**config.mk**
```make
export PLATFORM = sky130hd
export DESIGN_NAME = indian_poker_ctrl
export DESIGN_NICKNAME = d
export VERILOG_FILES = /design/src/rtl/indian_poker_ctrl.sv
export SDC_FILE = /design/constraint.sdc
export NUM_CORES = 1
export LEC_CHECK = 0
export ABC_AREA = 1
export CELL_PAD_IN_SITES_DETAIL_PLACEMENT = 1
export CELL_PAD_IN_SITES_GLOBAL_PLACEMENT = 1
export CORE_MARGIN = 1.5
export CORE_UTILIZATION = 41
export DETAILED_ROUTE_END_ITERATION = 7
export DONT_BUFFER_PORTS = 1
export PLACE_DENSITY_LB_ADDON = 0.1
export RECOVER_POWER = 50
export SYNTH_ARGS = -nofsm -noshare
export SYNTH_HDL_FRONTEND = slang
export SYNTH_SLANG_ARGS = --single-unit
```
**constraint.sdc**
```tcl
create_clock -name CLK -period 9 [get_ports CLK]
set_clock_uncertainty 0.15 [all_clocks]
set_input_delay 0.45 -clock CLK [delete_from_list [all_inputs] [get_ports CLK]]
set_output_delay 0.45 -clock CLK [all_outputs]
set_load 0.01 [all_outputs]
```
**src/rtl/indian_poker_ctrl.sv**
```systemverilog
// Two-player Indian Poker round controller: antes, bet/call/fold turns, showdown payout, game-over.
// Optional fold-with-top-card penalty compiled in with IPK_FOLD_PENALTY_EN.
module indian_poker_ctrl #(
   parameter int CHIP_W     = 4,
   parameter int INIT_CHIPS = 8,
   parameter int CARD_W     = 4,
   parameter int MAX_RAISE  = 3
) (
   input  logic              CLK,
   input  logic              CLR,
   input  logic              deal,
   input  logic [CARD_W-1:0] card_a,
   input  logic [CARD_W-1:0] card_b,
   input  logic              bet,
   input  logic              call,
   input  logic              fold,
   output logic [CHIP_W-1:0] chips_a,
   output logic [CHIP_W-1:0] chips_b,
   output logic [CHIP_W:0]   pot,
   output logic              turn,
   output logic [1:0]        state,
   output logic              win_a,
   output logic              win_b,
   output logic              game_over
);
   localparam int PW = CHIP_W + 1;
   localparam int AW = CHIP_W + 2;
   localparam int RW = (MAX_RAISE < 1) ? 1 : $clog2(MAX_RAISE + 1);
   localparam logic [CHIP_W-1:0] MAXC = '1;

   typedef enum logic [1:0] {S_IDLE = 2'd0, S_BET = 2'd1, S_SHOW = 2'd2, S_OVER = 2'd3} state_t;

   state_t            r_state, w_state_nxt;
   logic [CHIP_W-1:0] r_chips_a, r_chips_b, w_chips_a_nxt, w_chips_b_nxt;
   logic [PW-1:0]     r_pot, w_pot_nxt;
   logic [PW-1:0]     r_contrib_a, r_contrib_b, w_contrib_a_nxt, w_contrib_b_nxt;
   logic              r_turn, w_turn_nxt, r_first, w_first_nxt;
   logic [RW-1:0]     r_raise_cnt, w_raise_cnt_nxt;
   logic [CARD_W-1:0] r_card_a, r_card_b, w_card_a_nxt, w_card_b_nxt;
   logic [1:0]        r_win_sel, w_win_sel_nxt;   // {A wins, B wins}; both set on a tie
   logic              r_win_a, r_win_b, w_win_a_nxt, w_win_b_nxt;
   logic              r_game_over, w_game_over_nxt;
`ifdef IPK_FOLD_PENALTY_EN
   logic              r_pen, w_pen_nxt;
   logic [CHIP_W-1:0] w_pen_src;
`endif

   logic [PW-1:0]     w_owed, w_chips_p, w_call_amt, w_bet_amt;
   logic              w_bet_ok;
   logic [CHIP_W-1:0] w_pen, w_half, w_sub_a, w_sub_b, w_pay_a, w_pay_b;
   logic              w_odd;
   logic [AW-1:0]     w_add_a, w_add_b, w_sum_a, w_sum_b;

   assign w_owed     = r_turn ? (r_contrib_a - r_contrib_b) : (r_contrib_b - r_contrib_a);
   assign w_chips_p  = r_turn ? {1'b0, r_chips_b} : {1'b0, r_chips_a};
   assign w_call_amt = (w_owed < w_chips_p) ? w_owed : w_chips_p;
   assign w_bet_amt  = w_owed + PW'(1);
   assign w_bet_ok   = (w_chips_p >= w_bet_amt) && (r_raise_cnt < RW'(MAX_RAISE));
   assign w_half     = r_pot[CHIP_W:1];
   assign w_odd      = r_pot[0];

`ifdef IPK_FOLD_PENALTY_EN
   // The folder is always the non-winner, so the penalty comes out of the loser's stack.
   assign w_pen_src = r_win_sel[1] ? r_chips_b : r_chips_a;
   assign w_pen     = !r_pen ? '0 : ((w_pen_src > CHIP_W'(2)) ? CHIP_W'(2) : w_pen_src);
`else
   assign w_pen = '0;
`endif

   always_comb begin
      w_add_a = '0;
      w_add_b = '0;
      w_sub_a = '0;
      w_sub_b = '0;
      case (r_win_sel)
         2'b10: begin
            w_add_a = AW'(r_pot) + AW'(w_pen);
            w_sub_b = w_pen;
         end
         2'b01: begin
            w_add_b = AW'(r_pot) + AW'(w_pen);
            w_sub_a = w_pen;
         end
         default: begin
            w_add_a = AW'(w_half) + AW'(w_odd & ~r_first);
            w_add_b = AW'(w_half) + AW'(w_odd & r_first);
         end
      endcase
      w_sum_a = AW'(r_chips_a - w_sub_a) + w_add_a;
      w_sum_b = AW'(r_chips_b - w_sub_b) + w_add_b;
      w_pay_a = (w_sum_a > AW'(MAXC)) ? MAXC : w_sum_a[CHIP_W-1:0];
      w_pay_b = (w_sum_b > AW'(MAXC)) ? MAXC : w_sum_b[CHIP_W-1:0];
   end

   always_comb begin
      w_state_nxt     = r_state;
      w_chips_a_nxt   = r_chips_a;
      w_chips_b_nxt   = r_chips_b;
      w_pot_nxt       = r_pot;
      w_contrib_a_nxt = r_contrib_a;
      w_contrib_b_nxt = r_contrib_b;
      w_turn_nxt      = r_turn;
      w_first_nxt     = r_first;
      w_raise_cnt_nxt = r_raise_cnt;
      w_card_a_nxt    = r_card_a;
      w_card_b_nxt    = r_card_b;
      w_win_sel_nxt   = r_win_sel;
      w_win_a_nxt     = 1'b0;
      w_win_b_nxt     = 1'b0;
      w_game_over_nxt = r_game_over;
`ifdef IPK_FOLD_PENALTY_EN
      w_pen_nxt       = r_pen;
`endif
      case (r_state)
         S_IDLE: begin
            if (deal) begin
               w_card_a_nxt    = card_a;
               w_card_b_nxt    = card_b;
               w_chips_a_nxt   = r_chips_a - CHIP_W'(1);
               w_chips_b_nxt   = r_chips_b - CHIP_W'(1);
               w_pot_nxt       = PW'(2);
               w_contrib_a_nxt = PW'(1);
               w_contrib_b_nxt = PW'(1);
               w_raise_cnt_nxt = '0;
               w_turn_nxt      = r_first;
               w_state_nxt     = S_BET;
            end
         end
         S_BET: begin
            if (fold) begin
               w_win_sel_nxt = r_turn ? 2'b10 : 2'b01;
               w_state_nxt   = S_SHOW;
`ifdef IPK_FOLD_PENALTY_EN
               w_pen_nxt     = r_turn ? (&r_card_b) : (&r_card_a);
`endif
            end else if (call) begin
               if (r_turn) begin
                  w_chips_b_nxt   = r_chips_b - w_call_amt[CHIP_W-1:0];
                  w_contrib_b_nxt = r_contrib_b + w_call_amt;
               end else begin
                  w_chips_a_nxt   = r_chips_a - w_call_amt[CHIP_W-1:0];
                  w_contrib_a_nxt = r_contrib_a + w_call_amt;
               end
               w_pot_nxt     = r_pot + w_call_amt;
               w_win_sel_nxt = (r_card_a > r_card_b) ? 2'b10 :
                               (r_card_a < r_card_b) ? 2'b01 : 2'b11;
               w_state_nxt   = S_SHOW;
            end else if (bet && w_bet_ok) begin
               if (r_turn) begin
                  w_chips_b_nxt   = r_chips_b - w_bet_amt[CHIP_W-1:0];
                  w_contrib_b_nxt = r_contrib_b + w_bet_amt;
               end else begin
                  w_chips_a_nxt   = r_chips_a - w_bet_amt[CHIP_W-1:0];
                  w_contrib_a_nxt = r_contrib_a + w_bet_amt;
               end
               w_pot_nxt       = r_pot + w_bet_amt;
               w_raise_cnt_nxt = r_raise_cnt + RW'(1);
               w_turn_nxt      = ~r_turn;
            end
         end
         S_SHOW: begin
            w_chips_a_nxt   = w_pay_a;
            w_chips_b_nxt   = w_pay_b;
            w_pot_nxt       = '0;
            w_contrib_a_nxt = '0;
            w_contrib_b_nxt = '0;
            w_first_nxt     = ~r_first;
            w_win_a_nxt     = r_win_sel[1];
            w_win_b_nxt     = r_win_sel[0];
`ifdef IPK_FOLD_PENALTY_EN
            w_pen_nxt       = 1'b0;
`endif
            if ((w_pay_a == '0) || (w_pay_b == '0)) begin
               w_game_over_nxt = 1'b1;
               w_state_nxt     = S_OVER;
            end else begin
               w_state_nxt = S_IDLE;
            end
         end
         default: ;
      endcase
   end

   always_ff @(posedge CLK or negedge CLR) begin
      if (!CLR) begin
         r_state     <= S_IDLE;
         r_chips_a   <= CHIP_W'(INIT_CHIPS);
         r_chips_b   <= CHIP_W'(INIT_CHIPS);
         r_pot       <= '0;
         r_contrib_a <= '0;
         r_contrib_b <= '0;
         r_turn      <= 1'b0;
         r_first     <= 1'b0;
         r_raise_cnt <= '0;
         r_card_a    <= '0;
         r_card_b    <= '0;
         r_win_sel   <= '0;
         r_win_a     <= 1'b0;
         r_win_b     <= 1'b0;
         r_game_over <= 1'b0;
`ifdef IPK_FOLD_PENALTY_EN
         r_pen       <= 1'b0;
`endif
      end else begin
         r_state     <= w_state_nxt;
         r_chips_a   <= w_chips_a_nxt;
         r_chips_b   <= w_chips_b_nxt;
         r_pot       <= w_pot_nxt;
         r_contrib_a <= w_contrib_a_nxt;
         r_contrib_b <= w_contrib_b_nxt;
         r_turn      <= w_turn_nxt;
         r_first     <= w_first_nxt;
         r_raise_cnt <= w_raise_cnt_nxt;
         r_card_a    <= w_card_a_nxt;
         r_card_b    <= w_card_b_nxt;
         r_win_sel   <= w_win_sel_nxt;
         r_win_a     <= w_win_a_nxt;
         r_win_b     <= w_win_b_nxt;
         r_game_over <= w_game_over_nxt;
`ifdef IPK_FOLD_PENALTY_EN
         r_pen       <= w_pen_nxt;
`endif
      end
   end

   assign chips_a   = r_chips_a;
   assign chips_b   = r_chips_b;
   assign pot       = r_pot;
   assign turn      = r_turn;
   assign state     = r_state;
   assign win_a     = r_win_a;
   assign win_b     = r_win_b;
   assign game_over = r_game_over;
endmodule

```
* Yosys cells after proc, flatten, opt, wreduce, memory -nomap -nowiden
Index checks and enable logic that the tools add are counted.
** Word-level totals
- Word-level logic and storage cells :: 137
- Output and inout port bits :: 19
- Bits in registers :: 42
** Cells by class
- Reduce and logical (&&, ||, !) cells :: 17
- Bitwise logic cells :: 5
- Multiplexer cells :: 61
- Add/subtract/negate cells :: 20
- Magnitude comparators :: 7
- Eq/ne operators :: 12
** Operator list (number)
- $mux 5 :: 17
- $mux 4 :: 15
- $pmux 5 s3 :: 3
- $add 5x5->5 :: 6
- $mux 2 :: 13
- $pmux 4 s3 :: 2
- $add 4x6->6 :: 3
- $sub 4x4->4 :: 4
- $reduce_and 5->1 :: 3
- $gt 6x4->1 const B :: 2
- $ne 2x2->1 const B :: 6
- $pmux 6 s2 :: 1
- $pmux 5 s2 :: 1
- $sub 5x5->5 :: 2
- $logic_not 4->1 :: 2
- $sub 4x1->4 const B :: 2
- $and 1x6->6 :: 1
- $mux 1 :: 6
- $ne 3x3->1 const B :: 2
- $not 1->6 :: 1
- $pmux 2 s3 :: 1
- $reduce_and 2->1 :: 3
- $add 4x1->5 :: 1
- $add 5x1->5 const B :: 1
- other kinds (19) :: 24

* Logic depth before layout (Yosys ltp)
- Depth in word-level cells :: 11
- Mapped depth :: 27
- Depth with buffers taken out :: 27

* Least setup slack after synthesis
Ideal clock, no wire load.
- Path type :: reg-to-reg
- Start :: reg r_contrib_b[0]
- End :: reg r_chips_b[1], in the netlist chips_b[1]
- Data arrival time :: 3.641 ns
- Slack :: 5.083 ns
- Data required time :: 8.724 ns
- Cell stages (with the launch flop) :: 23
- Buffers on the path :: 0
- Cell sequence :: dfrtp_1 -> inv_1 -> ha_1 -> inv_1 -> fa_1 -> nand2_4 -> nand3b_1 -> nand2_2 -> inv_1 -> ha_1 -> nand3b_1 -> nand3b_1 -> a21oi_1 -> nand2_1 -> a21oi_1 -> o21ai_0 -> o21ai_0 -> inv_1 -> nand2_1 -> fa_1 -> or2_2 -> nand3_1 -> o21ai_0
** On the way
- Longest elaborated chain between the ends :: 9
- Elaborated cells between the ends (all ways) :: 19
** RTL lines
- from (decl) :: RTL line 36 : logic [PW-1:0] r_contrib_a, r_contrib_b, w_contrib_a_nxt, w_contrib_b_nxt;
- from (signal assigned) :: RTL line 210 : r_contrib_b <= w_contrib_b_nxt;
- $sub 5x5->5 :: RTL line 54 : assign w_owed = r_turn ? (r_contrib_a - r_contrib_b) : (r_contrib_b - r_contrib_a);
- $mux 5 (*) :: RTL line 54
- $add 5x1->5 / $lt 5x4->1 (equally long branches) :: RTL line 57, 56
- $sub 4x4->4 / $mux 5 (equally long branches) :: RTL line 150, 56
- $mux 4 / $sub 4x4->4 (equally long branches) :: RTL line 149, 138
- $mux 4 (on tied branches) :: RTL line 148, 137
- $mux 4 :: RTL line 136 : end else if (call) begin
- $mux 4 :: RTL line 130 : if (fold) begin
- $pmux 4 s3 :: RTL line 114 : case (r_state)
- to (signal assigned) :: RTL line 188 : r_chips_b <= CHIP_W'(INIT_CHIPS);
- to (signal assigned) :: RTL line 207 : r_chips_b <= w_chips_b_nxt;
- to (decl) :: RTL line 34 : logic [CHIP_W-1:0] r_chips_a, r_chips_b, w_chips_a_nxt, w_chips_b_nxt;
Every way passes the cells marked *; elsewhere a longest branch is shown, timed or not. The select of a mux whose other input is x is not followed.
A chain may end at the register's enable or synchronous reset.

* Final worst setup path
- Start :: reg r_contrib_a[0]
- End :: reg r_chips_a[3], in the netlist chips_a[3]
** On the way
- Longest elaborated chain between the ends :: 9
- Elaborated cells between the ends (all ways) :: 19
** RTL lines
- from (decl) :: RTL line 36
- from (signal assigned) :: RTL line 209 : r_contrib_a <= w_contrib_a_nxt;
- $sub 5x5->5 :: RTL line 54
- $mux 5 (*) :: RTL line 54
- $add 5x1->5 / $lt 5x4->1 (equally long branches) :: RTL line 57, 56
- $sub 4x4->4 / $mux 5 (equally long branches) :: RTL line 153, 56
- $mux 4 / $sub 4x4->4 (equally long branches) :: RTL line 149, 141
- $mux 4 (on tied branches) :: RTL line 148, 137
- $mux 4 :: RTL line 136
- $mux 4 :: RTL line 130
- $pmux 4 s3 :: RTL line 114
- to (signal assigned) :: RTL line 187 : r_chips_a <= CHIP_W'(INIT_CHIPS);
- to (signal assigned) :: RTL line 206 : r_chips_a <= w_chips_a_nxt;
- to (decl) :: RTL line 34
Marks and branches as above.

==> flow_summary.yaml <==
clocking:
  ctsResizeCount: 0
  clk_pin_slew_ps: 90
  root_buffer: "clkbuf_8"
  cts.path.max_buffers: 2
  htreeDepth: 2
  postCtsHoldBufs: 2
  clock-sinks: 42
  clock_latency_ps: 300
  cts_tree: "built"
  cts_setup_buffers: 0
  numCtsBuffers: 5
logic_synthesis:
  async_flop_share: 1.00
  synth_nets: 617
  synth.yosys.warnings: 0
  yosys.area_share.simple: 0.250
  synth-seq-cells: 42
  synth_top_family_by_area: "simple AND/OR/NAND/NOR gates"
  synth_cell_types: 38
  ys.flop_type: "dfrtp_1"
  synth-edff-count: 0
  synth_compound_area_frac: 0.114
  syn_inst: 536
  syn_area_per_cell_um2: 7.54
  synth-adder-area-share: 0.224
  synthXorXnorAreaFrac: 0.0477
  synthesis.area_um2: 4040
  synthMuxAreaShare: 0.0111
  ys_seq_area_frac: 0.261
final_layout:
  multiInputGateArea_um2: 2620
  register_area_um2: 1050
  nets: 619
  fill_cells: 1222
  drive_gt1_frac: 0.0742
  final_cell_mix: "nand2_1, inv_1, ha_1"
  antenna_cells: 0
  final_common_cell: "nand2_1"
  areaGrowthSynthToFinish_pct: 5.63
global_route:
  grt-ovfl-total: 0
  grt_pass1_wl_mm: 17.8
  grt_antenna_before_repair: 0
  grt_pass1_vias: 3664
  grt_usage: 0.222
  grt_max_degree: 43
timing:
  setup_viol: 0
  period_minus_slack_ps: 4470
  report.final.slew_viol_count: 43
  whs_ps: 137
  grt_setup_unrepaired: "false"
  worst_pin_slew_ps: 2500
  fin_crit_sh: 0.496
  tns_ps: 0
  slew_headroom: -0.667
  finalHoldViolCount: 0
  fmaxAchievable_mhz: 224
die:
  die-width_um: 102
  core_region_area_um2: 9680
  ios: 33
  num_rows: 36
  die-area_um2: 10500
  dieHeight_um: 102
  start_util: 0.417
detailed_routing:
  vias: 3450
  drc: 0
  drtIter0Drc: 77
  wl_per_cell_um: 16.0
  first_pass_iters: 4
  ant_nets: 0
  vias_per_cell: 5.13
  drt_wl_total_mm: 10.8
critical_path:
  crit_path_end_kind: "register"
  cp_max_fo: 7
  worstPathRequired_ps: 9080
  cp_data_arrival_time_ps: 4540
  crit_type: "register to register"
  cpMostUsedCell: "inv_1"
  max_stage_delay_ps: 410
  slowest_stage: "dfrtp_1"
  critPathLaunchType: "register"
run:
  max-cap-violations: 1
placement:
  io_buffers: 0
  routabilityCongestion: 0.771
  dp_hpwl_mm: 8.77
status:
  violations: "capacitance limit, slew limit"
  outcome: "complete, but fails checks"
min_path:
  holdCritPathClass: "input port to register"
[state kept, by name (all words and copies together), names as in the netlist, 2 cells and up]
signal       count
r_card_b         4
pot              5
r_contrib_b      5
r_card_a         4
chips_b          4
chips_a          4
r_contrib_a      5
state            2
r_win_sel        2
r_raise_cnt      2
[worst paths after layout]
kind / from / to / slack (ps) / cells after the start
max in group asynchronous: CLR / pot[1] / 5900 / 2
max reg2reg: r_contrib_a[0] / chips_a[3] / 4530 / 25
min reg2reg: r_raise_cnt[1] / r_raise_cnt[1] / 370 / 2
min in group asynchronous: CLR / r_contrib_a[3] / 1370 / 2
max: r_contrib_a[0] / chips_a[3] / 4530 / 25
min: card_a[2] / r_card_a[2] / 140 / 1
[Yosys cell counts, drive strengths merged (5+ instances only)]
library cell	n	share of area
nand2	135	0.14
inv	89	0.083
ha	58	0.18
o21ai	47	0.060
dfrtp	40	0.25
nand3	36	0.048
nor2	33	0.037
a21oi	22	0.027
xor2	12	0.026
xnor2	10	0.022
fa	9	0.045
or2	6	0.0093
clkbuf	5	0.0046
nand4	5	0.0077
[kinds of logic after synthesis]
| family | after synthesis |
|---|---|
| XOR/XNOR | 22 |
| buffers and inverters | 96 |
| adder cells (fa/ha/maj) | 67 |
| AO/OA/AOI/OAI | 84 |
| multiplexers | 4 |
| flip-flops | 42 |
| AND/OR/NAND/NOR | 221 |
[area by class of cell]
type                       instances  area share
multi-input combinational        398       0.613
sequential                        42       0.247
inverter                          89      0.0788
tap                              133      0.0390
clock buffer                       6      0.0170
timing repair buffer               2     0.00322
clock inverter                     2     0.00234
[stage by stage]
| step | worst slack (ps) | std cells | util | cell area (um^2) |
|---|---|---|---|---|
| 2_1_floorplan | 5080 | 536 | - | 4040 |
| 3_5_place_dp | 4520 | 662 | 0.431 | 4170 |
| 4_1_cts | 4480 | 672 | 0.443 | 4290 |
| 3_3_place_gp | 4670 | 662 | 0.431 | 4170 |
| 5_1_grt | 4090 | 672 | 0.441 | 4270 |
| 6_report | 4530 | 672 | 0.441 | 4270 |
[metal layers]
metal / vias to the layer above / part of all wire / global-route usage
met2: 33 / 0.52 / 0.415
met1: 1672 / 0.44 / 0.265
met3: 12 / 0.025 / 0.0356
met4: 0 / 0.015 / 0.0527
met5: - / 0 / 0
li1: 1733 / - / -
[critical path: cells and delay by family (launching register included)]
family | cells | cell delay [ps]
buf+inv | 5 | 560
flops | 1 | 410
fa+ha+maj | 4 | 1190
simple gates | 11 | 1210
compound gates | 4 | 670
xor+xnor | 1 | 210
Power is not shown: default switching activity piles up to over one toggle a cycle in this logic, so the estimate is an artifact.
